==> src/rtl/rs_pkg.sv <==
// rs_pkg: link-fault encodings and sequencer states, shared by the RX and TX reconciliation sublayers.
package rs_pkg;
    localparam logic [1:0] LINK_OK     = 2'b00;
    localparam logic [1:0] LINK_LOCAL  = 2'b01;
    localparam logic [1:0] LINK_REMOTE = 2'b10;
    typedef enum logic [1:0] {IDLE, COUNT, FAULT} state_t;
endpackage

==> src/rtl/rx_link_fault_ctrl.sv <==
// rx_link_fault_ctrl: qualifies RX local/remote fault sequences into link_fault and TX/RX RS controls.
// Define LF_STATS_EN to add saturating lf_events/rf_events entry counters.
module rx_link_fault_ctrl
    import rs_pkg::*;
#(
    parameter int SEQ_THRESH = 4,
    parameter int COL_WINDOW = 128,
    parameter int CNT_W      = 8
) (
    input  logic        rxclk,
    input  logic        reset,
    input  logic        col_tick,
    input  logic        local_fault,
    input  logic        remote_fault,
    input  logic        stats_clr,
    output logic [1:0]  link_fault,
    output logic        tx_send_rf,
    output logic        tx_send_idle,
    output logic        rx_gate,
    output logic        fault_change,
    output logic [15:0] lf_events,
    output logic [15:0] rf_events
);
    localparam int SW = $clog2(SEQ_THRESH + 1);
    localparam logic [SW-1:0] THR = SW'(SEQ_THRESH);
    localparam logic [CNT_W-1:0] WIN_LAST = CNT_W'(COL_WINDOW - 1);

    state_t            state, state_n;
    logic [SW-1:0]     seq_cnt, seq_n;
    logic [CNT_W-1:0]  col_cnt, col_n;
    logic [1:0]        last_type, last_n, lf_n;
    logic              seq, clean, win, same;
    logic [1:0]        t;

    // Simultaneous local and remote detections resolve to LOCAL.
    assign seq   = col_tick & (local_fault | remote_fault);
    assign clean = col_tick & ~seq;
    assign t     = local_fault ? LINK_LOCAL : LINK_REMOTE;
    assign win   = col_cnt == WIN_LAST;
    assign same  = t == last_type;

    always_comb begin
        state_n = state;
        seq_n   = seq_cnt;
        col_n   = col_cnt;
        last_n  = last_type;
        lf_n    = link_fault;
        case (state)
            IDLE: if (seq) begin
                last_n  = t;
                seq_n   = SW'(1);
                col_n   = '0;
                state_n = COUNT;
            end
            COUNT: if (seq) begin
                col_n = '0;
                if (same) begin
                    seq_n = seq_cnt + 1'b1;
                    if (seq_cnt + 1'b1 == THR) begin
                        lf_n    = t;
                        state_n = FAULT;
                    end
                end else begin
                    last_n = t;
                    seq_n  = SW'(1);
                end
            end else if (clean) begin
                if (win) begin
                    seq_n   = '0;
                    col_n   = '0;
                    state_n = IDLE;
                end else col_n = col_cnt + 1'b1;
            end
            FAULT: if (seq) begin
                col_n = '0;
                if (!same) begin
                    last_n = t;
                    seq_n  = SW'(1);
                end else if (seq_cnt != THR) begin
                    seq_n = seq_cnt + 1'b1;
                    if (seq_cnt + 1'b1 == THR) lf_n = t;
                end
            end else if (clean) begin
                if (win) begin
                    lf_n    = LINK_OK;
                    seq_n   = '0;
                    col_n   = '0;
                    state_n = IDLE;
                end else col_n = col_cnt + 1'b1;
            end
            default: state_n = IDLE;
        endcase
    end

    always_ff @(posedge rxclk) begin
        if (reset) begin
            state        <= IDLE;
            seq_cnt      <= '0;
            col_cnt      <= '0;
            last_type    <= LINK_LOCAL;
            link_fault   <= LINK_OK;
            fault_change <= 1'b0;
        end else begin
            state        <= state_n;
            seq_cnt      <= seq_n;
            col_cnt      <= col_n;
            last_type    <= last_n;
            link_fault   <= lf_n;
            fault_change <= lf_n != link_fault;
        end
    end

    always_comb begin
        tx_send_rf   = link_fault == LINK_LOCAL;
        tx_send_idle = link_fault == LINK_REMOTE;
        rx_gate      = link_fault != LINK_OK;
    end

`ifdef LF_STATS_EN
    always_ff @(posedge rxclk) begin
        if (reset || stats_clr) begin
            lf_events <= '0;
            rf_events <= '0;
        end else begin
            if (lf_n == LINK_LOCAL && link_fault != LINK_LOCAL && lf_events != 16'hFFFF)
                lf_events <= lf_events + 1'b1;
            if (lf_n == LINK_REMOTE && link_fault != LINK_REMOTE && rf_events != 16'hFFFF)
                rf_events <= rf_events + 1'b1;
        end
    end
`else
    logic unused_stats_clr;
    assign unused_stats_clr = stats_clr;
    assign lf_events = '0;
    assign rf_events = '0;
`endif
endmodule

==> config.mk <==
export PLATFORM = sky130hd
export DESIGN_NAME = rx_link_fault_ctrl
export DESIGN_NICKNAME = d
export VERILOG_FILES = /design/src/rtl/rs_pkg.sv /design/src/rtl/rx_link_fault_ctrl.sv
export SDC_FILE = /design/constraint.sdc
export NUM_CORES = 1
export LEC_CHECK = 0
export BUFFER_PORTS_ARGS = -buffer_cell sky130_fd_sc_hd__buf_4
export CAP_MARGIN = 30
export CORE_ASPECT_RATIO = 1.1
export CORE_UTILIZATION = 52
export DETAILED_ROUTE_END_ITERATION = 8
export PLACE_DENSITY = 0.8
export SYNTH_ARGS = -nofsm -noshare
export SYNTH_HDL_FRONTEND = slang
export SYNTH_SLANG_ARGS = --single-unit
==> constraint.sdc <==
create_clock -name rxclk -period 2.4 [get_ports rxclk]
set_input_delay 0.48 -clock rxclk [delete_from_list [all_inputs] [get_ports rxclk]]
set_output_delay 0.48 -clock rxclk [all_outputs]
set_load 0.01 [all_outputs]
# Yosys cells after proc, flatten, opt, wreduce, memory -nomap -nowiden
# Cells that the tools add are included.
[word_totals] register_bits=18 input_bits=6 out_inout_bits=38
[op_classes] add_sub_neg=2 n_eq_ne=17 n_mux=36 n_bitwise=4 n_reduce_logical=9
[ops] cell="$mux 2" n=19
[ops] cell="$mux 8" n=4
[ops] cell="$mux 3" n=8
[ops] cell="$pmux 8 s2" n=1
[ops] cell="$ne 3x3->1 const B" n=3
[ops] cell="$pmux 3 s3" n=1
[ops] cell="$add 8x1->8 const B" n=1
[ops] cell="$eq 8x7->1 const B" n=1
[ops] cell="$pmux 2 s2" n=2
[ops] cell="$reduce_and 4->1" n=2
[ops] cell="$ne 2x2->1 const B" n=3
[ops] cell="$pmux 2 s3" n=1
[ops] cell="$reduce_and 3->1" n=2
[ops] cell="$eq 2x1->1 const B" n=2
[ops] cell="$eq 2x2->1 const B" n=2
[ops] cell="$ne 4x4->1 const B" n=1
[ops] cell="$reduce_bool 2->1" n=2
[ops] cell="$add 3x1->3 const B" n=1
[ops] cell="$eq 3x3->1 const B" n=1
[ops] cell="$ne 3x1->1 const B" n=1
[ops] cell="$reduce_bool 3->1" n=1
[ops] cell="$and 1x1->1" n=2
[ops] cell="$eq 2x2->1" n=1
[ops] cell="$logic_not 2->1" n=1
[ops] cell="other kinds (5)" n=5

# Logic depth before layout (Yosys ltp)
# Gate-level depths: netlist of run 1.
[depth] ltp_word=8 mapped_depth=8

# Least setup slack after synthesis of run 1
# Ideal clock, no wire load.
[synth_path] path_type="input to register" from="in local_fault" to="reg col_cnt[6]" setup_time_ps=86 arrival_time_ps=1942 t_required_ps=2314 path_slack_ps=373 path_stages=7 path_cell_list="buf_4 -> or3b_2 -> a21oi_1 -> clkbuf_1 -> nor4b_1 -> xnor2_1 -> a211oi_1"
[synth_between] elab_chain_len=6 elab_cells_between_ends=9 cone_classes="eq/ne: 2; mux: 2; bitwise: 4; reduce/logical: 1"
[synth_rtl] item="start: declaration" line="rx_link_fault_ctrl.sv:13" source="input logic local_fault,"
[synth_rtl] item="$or 1x1->1 (*)" line="rx_link_fault_ctrl.sv:36" source="assign seq = col_tick & (local_fault | remote_fault);"
[synth_rtl] item="$and 1x1->1 (*)" line="rx_link_fault_ctrl.sv:36"
[synth_rtl] item="$not 1->1" line="rx_link_fault_ctrl.sv:37" source="assign clean = col_tick & ~seq;"
[synth_rtl] item="$and 1x1->1" line="rx_link_fault_ctrl.sv:37"
[synth_rtl] item="$ne 3x1->1 (no source line)"
[synth_rtl] item="$reduce_and 3->1 (no source line)"
[synth_rtl] item="end signal: assignment" line="rx_link_fault_ctrl.sv:106" source="col_cnt <= col_n;"
[synth_rtl] item="end: declaration" line="rx_link_fault_ctrl.sv:30" source="logic [CNT_W-1:0] col_cnt, col_n;"
# Every way passes the cells marked *; elsewhere a longest branch is shown, timed or not.
# A chain may end at the register's enable or synchronous reset.

# Worst setup path in the final report of run 1
[layout_path] from="reg state[0]" to="reg fault_change"
[layout_between] elab_chain_len=3 elab_cells_between_ends=4 cone_classes="eq/ne: 3; mux: 1"
[layout_rtl] item="start: declaration" line="rx_link_fault_ctrl.sv:28" source="state_t state, state_n;"
[layout_rtl] item="start signal: assignment" line="rx_link_fault_ctrl.sv:104" source="state <= state_n;"
[layout_rtl] item="$eq 2x2->1 or $eq 2x1->1 (tied branches)" line="rx_link_fault_ctrl.sv:48" source="case (state)"
[layout_rtl] item="$pmux 2 s2 (*)" line="rx_link_fault_ctrl.sv:48"
[layout_rtl] item="$ne 2x2->1 (*)" line="rx_link_fault_ctrl.sv:109" source="fault_change <= lf_n != link_fault;"
[layout_rtl] item="end signal: assignment" line="rx_link_fault_ctrl.sv:109"
[layout_rtl] item="end: declaration" line="rx_link_fault_ctrl.sv:20" source="output logic fault_change,"
# Marked as above.

==> results.json, run 1 <==
{
  "run_status": "completed",
  "holdPathEnd": "link_fault[1]",
  "vias": 1286,
  "cts_tree": "done",
  "cts_hold_buf": 0,
  "cts_htree_levels": 1,
  "max_slew_margin": 0.646,
  "path_buf_inv": 1,
  "final.setup.worst_slack_ns": 0.201,
  "initial_core_util": 0.554,
  "synth.distinct_cells": 51,
  "r2r_slack_ns": 0.20,
  "netlist_area_um2": 1550,
  "synth_edf_count": 0,
  "synth_commonest_cells": "34 x buf_4, 18 x dfxtp_1, 14 x a21oi_1, 13 x nor2_1, 11 x inv_1",
  "dpl_cell_area_um2": 1530,
  "cp_max_fo": 7,
  "crit_path_top_delay_cell": "or4_1",
  "critPathLaunchType": "flip-flop",
  "finalInstanceArea_um2": 1560,
  "path_delay_family": "simple AND/OR/NAND/NOR gates",
  "async_flop_share": 0,
  "clock_latency_ns": 0.30,
  "synth.largest_area_cell": "dfxtp_1",
  "grt_max_degree": 16,
  "min_path_cells": 2,
  "dr.pass1.iters": 6,
  "min-delay-start": "reset",
  "worstSetupPathType": "reg -> reg",
  "port_buffers": 10,
  "clk_pin_slew_ns": 0.10,
  "rsz0062_at_grt": "false",
  "syn_inst": 193,
  "hold_viol_final": 0,
  "route.final.wire_length_mm": 2.89,
  "grt_use_total": 0.199,
  "synthFlopType": "dfxtp_1",
  "ys_warn_count": 0,
  "clock-root-buffer": "clkbuf_4",
  "reg2reg_from": "state[0]",
  "setup_viol": 0,
  "hp-class": "in -> reg",
  "die_h_um": 59.3,
  "avgSynthCellArea_um2": 8.05,
  "p_leak_uw": 0.000634,
  "crit_chain": "inv_1, ha_1, o21ai_0, or3_1, or4_1, a41oi_1",
  "viasPerCell": 5.45,
  "ctsResizeCount": 0,
  "grt.overflow.total": 0,
  "row_count": 20,
  "grt_pass1_vias": 1089,
  "r2r_cells": 6,
  "core-area_um2": 2800,
  "wire_per_inst_um": 12.2,
  "cp.required_ns": 2.63,
  "clock_skew_ns": 0.00395,
  "gp_congestion": 0.800,
  "dp_slack_ns": 0.161,
  "drc_errors": 0,
  "cpPeakStageDelay_ns": 0.51,
  "drive_above_1_share": 0.133,
  "grt_first_pass_wirelength_mm": 4.69,
  "finalPower_uw": 696,
  "synthTopCellsByArea": "dfxtp_1 23%, buf_4 16%, ha_1 6.4%",
  "cts.sinks": 18,
  "numCtsBuffers": 3,
  "area_delta_synth_final_pct": 0.564,
  "p_per_area_nw_per_um2": 445,
  "min_period_ns": 2.20,
  "irDropWorstVdd_uv": 231,
  "final_max_slew_viol_count": 0,
  "antenna_found_initial": 0,
  "fin_crit_sh": 0.916,
  "io_pins": 44,
  "hpwlAfterDp_mm": 2.18,
  "ys_ff_latch": 18,
  "synth.most_common_cell": "buf_4",
  "diodes": 0,
  "fp.dieArea_um2": 3210,
  "clk_path_buf_depth": 2,
  "worstReg2RegEnd": "fault_change",
  "post_cts_buffers": 0,
  "yosysTopAreaCellShare": 0.232,
  "ys_seq_area_frac": 0.232,
  "cp.arrival_ns": 2.43,
  "die_w_um": 54.1,
  "fmax_ghz": 0.455,
  "worstSetupEndpointType": "flip-flop",
  "initialDrtViolationCount": 34,
  "nets": 218,
  "max_cap_viol_count": 0,
  "worst_pin_slew_ns": 0.518,
  "finalSetupTns_ns": 0,
  "final_antenna_net_count": 0
}
## placed cells by master (no fill, tap or decap), types with 3 or more instances in the layout
master,n
o21ai_0,8
nand2_1,8
nor3_1,6
a211oi_1,4
clkbuf_4,3
a21oi_1,14
nand4_1,3
inv_1,11
xnor2_1,6
or4_1,5
o211ai_1,4
o31ai_1,4
nor2_1,13
buf_4,13
dfxtp_1,18
nand3_1,4
conb_1,32
ha_1,8
## cell type report
type | instances | area (um2)
fillers | 279 | 1240
multi-input cells | 157 | 986
flip-flops and latches | 18 | 360
repair buffers | 13 | 97.6
inverters | 11 | 41.3
well taps | 33 | 41.3
clock buffers | 4 | 36.3
## through the flow
| stage | instances | hold slack (ns) | util |
|---|---|---|---|
| finish | 236 | 0.453 | 0.558 |
| floorplan | 224 | 0.465 | - |
| global placement | 232 | 0.484 | 0.545 |
| CTS | 236 | 0.443 | 0.558 |
| detailed placement | 232 | 0.491 | 0.545 |
| global route | 236 | 0.458 | 0.558 |
## cell families after synthesis
family                     after synthesis  share of synthesized area
and+or+nand+nor                         64                      0.255
buffers and inverters                   49                      0.209
AOI/OAI and AO/OA                       45                      0.192
DFF                                     18                      0.232
adders and majority gates                8                     0.0644
xor gates and xnor gates                 7                     0.0395
other                                    1                    0.00241
muxes                                    1                    0.00644
## flip-flops by register name, indices dropped and copies added (netlist names)
name,cells
col_cnt,8
fault_change,1
last_type,2
link_fault,2
seq_cnt,3
state,2
## how the worst max path moves through the flow
stage | startpoint | to | slack [ns] | cells past startpoint
after floorplan | local_fault | col_cnt[6] | 0.37 | 7
final | state[0] | fault_change | 0.20 | 6
after detailed placement | local_fault | seq_cnt[1] | 0.16 | 6
after CTS | state[0] | fault_change | 0.20 | 6
after global placement | local_fault | seq_cnt[2] | 0.19 | 6
after global routing | state[0] | fault_change | 0.04 | 6
## routing by layer
metal,GRT usage,share of wire,vias up
met5,0,0,-
met4,0.0879,0.028,0
met3,0.0231,0.033,7
met2,0.322,0.46,38
met1,0.259,0.48,593
li1,-,-,648
## report_power, final
group | internal, uW | switching (uW)
logic | 64.4 | 118
registers | 310 | 11.8
clock network | 92.7 | 98.9
No activity file was read; power rests on OpenSTA's default activity.
==> run 2, diff against run 1 <==
--- a/config.mk
+++ b/config.mk
@@ -7,10 +7,12 @@
 export LEC_CHECK = 0
 export BUFFER_PORTS_ARGS = -buffer_cell sky130_fd_sc_hd__buf_4
 export CAP_MARGIN = 30
+export CELL_PAD_IN_SITES_DETAIL_PLACEMENT = 1
+export CELL_PAD_IN_SITES_GLOBAL_PLACEMENT = 1
 export CORE_ASPECT_RATIO = 1.1
-export CORE_UTILIZATION = 52
+export CORE_UTILIZATION = 38
 export DETAILED_ROUTE_END_ITERATION = 8
-export PLACE_DENSITY = 0.8
+export PLACE_DENSITY_LB_ADDON = 0.1
 export SYNTH_ARGS = -nofsm -noshare
 export SYNTH_HDL_FRONTEND = slang
 export SYNTH_SLANG_ARGS = --single-unit
==> results.json, run 2 (same netlist as run 1, synthesis figures left out) <==
{
  "run_status": "completed",
  "die_w_um": 63.0,
  "diodes": 0,
  "clock-root-buffer": "clkbuf_8",
  "utilization": 0.416,
  "clk_path_buf_depth": 2,
  "fin_crit_sh": 0.937,
  "max_cap_viol_count": 0,
  "min_path_cells": 2,
  "cts_htree_levels": 1,
  "fmax_ghz": 0.445,
  "clock_skew_ns": 0.00217,
  "hold_viol_final": 0,
  "core-area_um2": 3930,
  "io_pins": 44,
  "viasPerCell": 5.16,
  "final_cell_mix": "32 x conb_1, 18 x dfxtp_1, 16 x buf_4, 14 x a21oi_1, 13 x nor2_1",
  "p_leak_uw": 0.000657,
  "cp_max_fo": 6,
  "multi_input_area_um2": 995,
  "fill_cells": 508,
  "min_period_ns": 2.25,
  "row_count": 24,
  "hpwlAfterDp_mm": 2.98,
  "cts_hold_buf": 0,
  "final_common_cell": "conb_1",
  "dp_slack_ns": -0.142,
  "r2r_slack_ns": 0.15,
  "critPathLaunchType": "flip-flop",
  "largest_reg_flops": 8,
  "initial_core_util": 0.395,
  "r2r_cells": 6,
  "clk_pin_slew_ns": 0.08,
  "route.final.wire_length_mm": 3.87,
  "drive_above_1_share": 0.155,
  "final_max_slew_viol_count": 0,
  "finalSetupTns_ns": 0,
  "nets": 221,
  "worstSetupPathType": "reg -> reg",
  "grt_use_total": 0.194,
  "fin_hold_ws_ns": 0.503,
  "clock_latency_ns": 0.26,
  "gp_congestion": 0.825,
  "reg_top3": "col_cnt: 8 flops, seq_cnt: 3 flops",
  "grt_pass1_vias": 1377,
  "setup_viol": 0,
  "crit_chain": "inv_1, ha_2, o21ai_0, or3_1, or4_1, a41oi_1",
  "initialDrtViolationCount": 35,
  "fp.dieArea_um2": 4350,
  "cts.sinks": 18,
  "antenna_found_initial": 0,
  "area_delta_synth_final_pct": 5.31,
  "final.setup.worst_slack_ns": 0.152,
  "vias": 1330,
  "crit_path_top_delay_cell": "or4_1",
  "ctsResizeCount": 1,
  "irDropWorstVdd_uv": 137,
  "dr.pass1.iters": 4,
  "final_antenna_net_count": 0,
  "numCtsBuffers": 3,
  "cp.required_ns": 2.58,
  "finalPower_uw": 796,
  "grt_first_pass_wirelength_mm": 6.53,
  "p_per_area_nw_per_um2": 486,
  "hp-class": "reg -> reg",
  "wire_per_inst_um": 15.0,
  "port_buffers": 10,
  "die_h_um": 69.1,
  "top_register": "col_cnt",
  "post_cts_buffers": 0,
  "cpPeakStageDelay_ns": 0.51,
  "cp.arrival_ns": 2.43,
  "grt.overflow.total": 0,
  "grt_max_degree": 16,
  "drc_errors": 0,
  "cts_tree": "done",
  "worstSetupEndpointType": "flip-flop",
  "seqCellArea_um2": 360
}
## run 2: final cells by class
type,count,area share
multi-input combinational,157,0.608
sequential,18,0.220
clock buffer,4,0.0336
inverter,11,0.0252
timing repair buffer,16,0.0734
tap,52,0.0398
## run 2: path summary, 6_finish.rpt
check,from,endpoint
setup / recovery,state[1],fault_change
hold / removal,seq_cnt[1],seq_cnt[1]
setup reg to reg,state[1],fault_change
hold reg to reg,seq_cnt[1],seq_cnt[1]
## run 2: through the flow
step	cell area, um2	instances
2_1_floorplan	1670	224
3_3_place_gp	1570	254
3_5_place_dp	1570	254
4_1_cts	1630	258
5_1_grt	1640	258
6_report	1640	258
## run 2: worst max-delay path: cells and delay by family (launching register included)
family,cells,cell delay (ns)
simple gates,2,0.91
compound gates,2,0.36
buf+inv,1,0.10
fa+ha+maj,1,0.42
flops,1,0.38
## run 2: layer usage
metal  global-route usage  up-vias  part of all wire
li1                     -      654                 -
met1                0.215      630              0.41
met2                0.341       35              0.52
met3               0.0331       11             0.033
met4                0.114        0             0.032
met5                    0        -                 0
## run 2: power breakdown
part	internal (uW)	total, uW	leakage, uW	switching [uW]
sequential	310	322	0.000146	12.3
clock	146	265	0.0000288	118
combinational	75.4	209	0.000482	133
total	531	796	0.000657	264
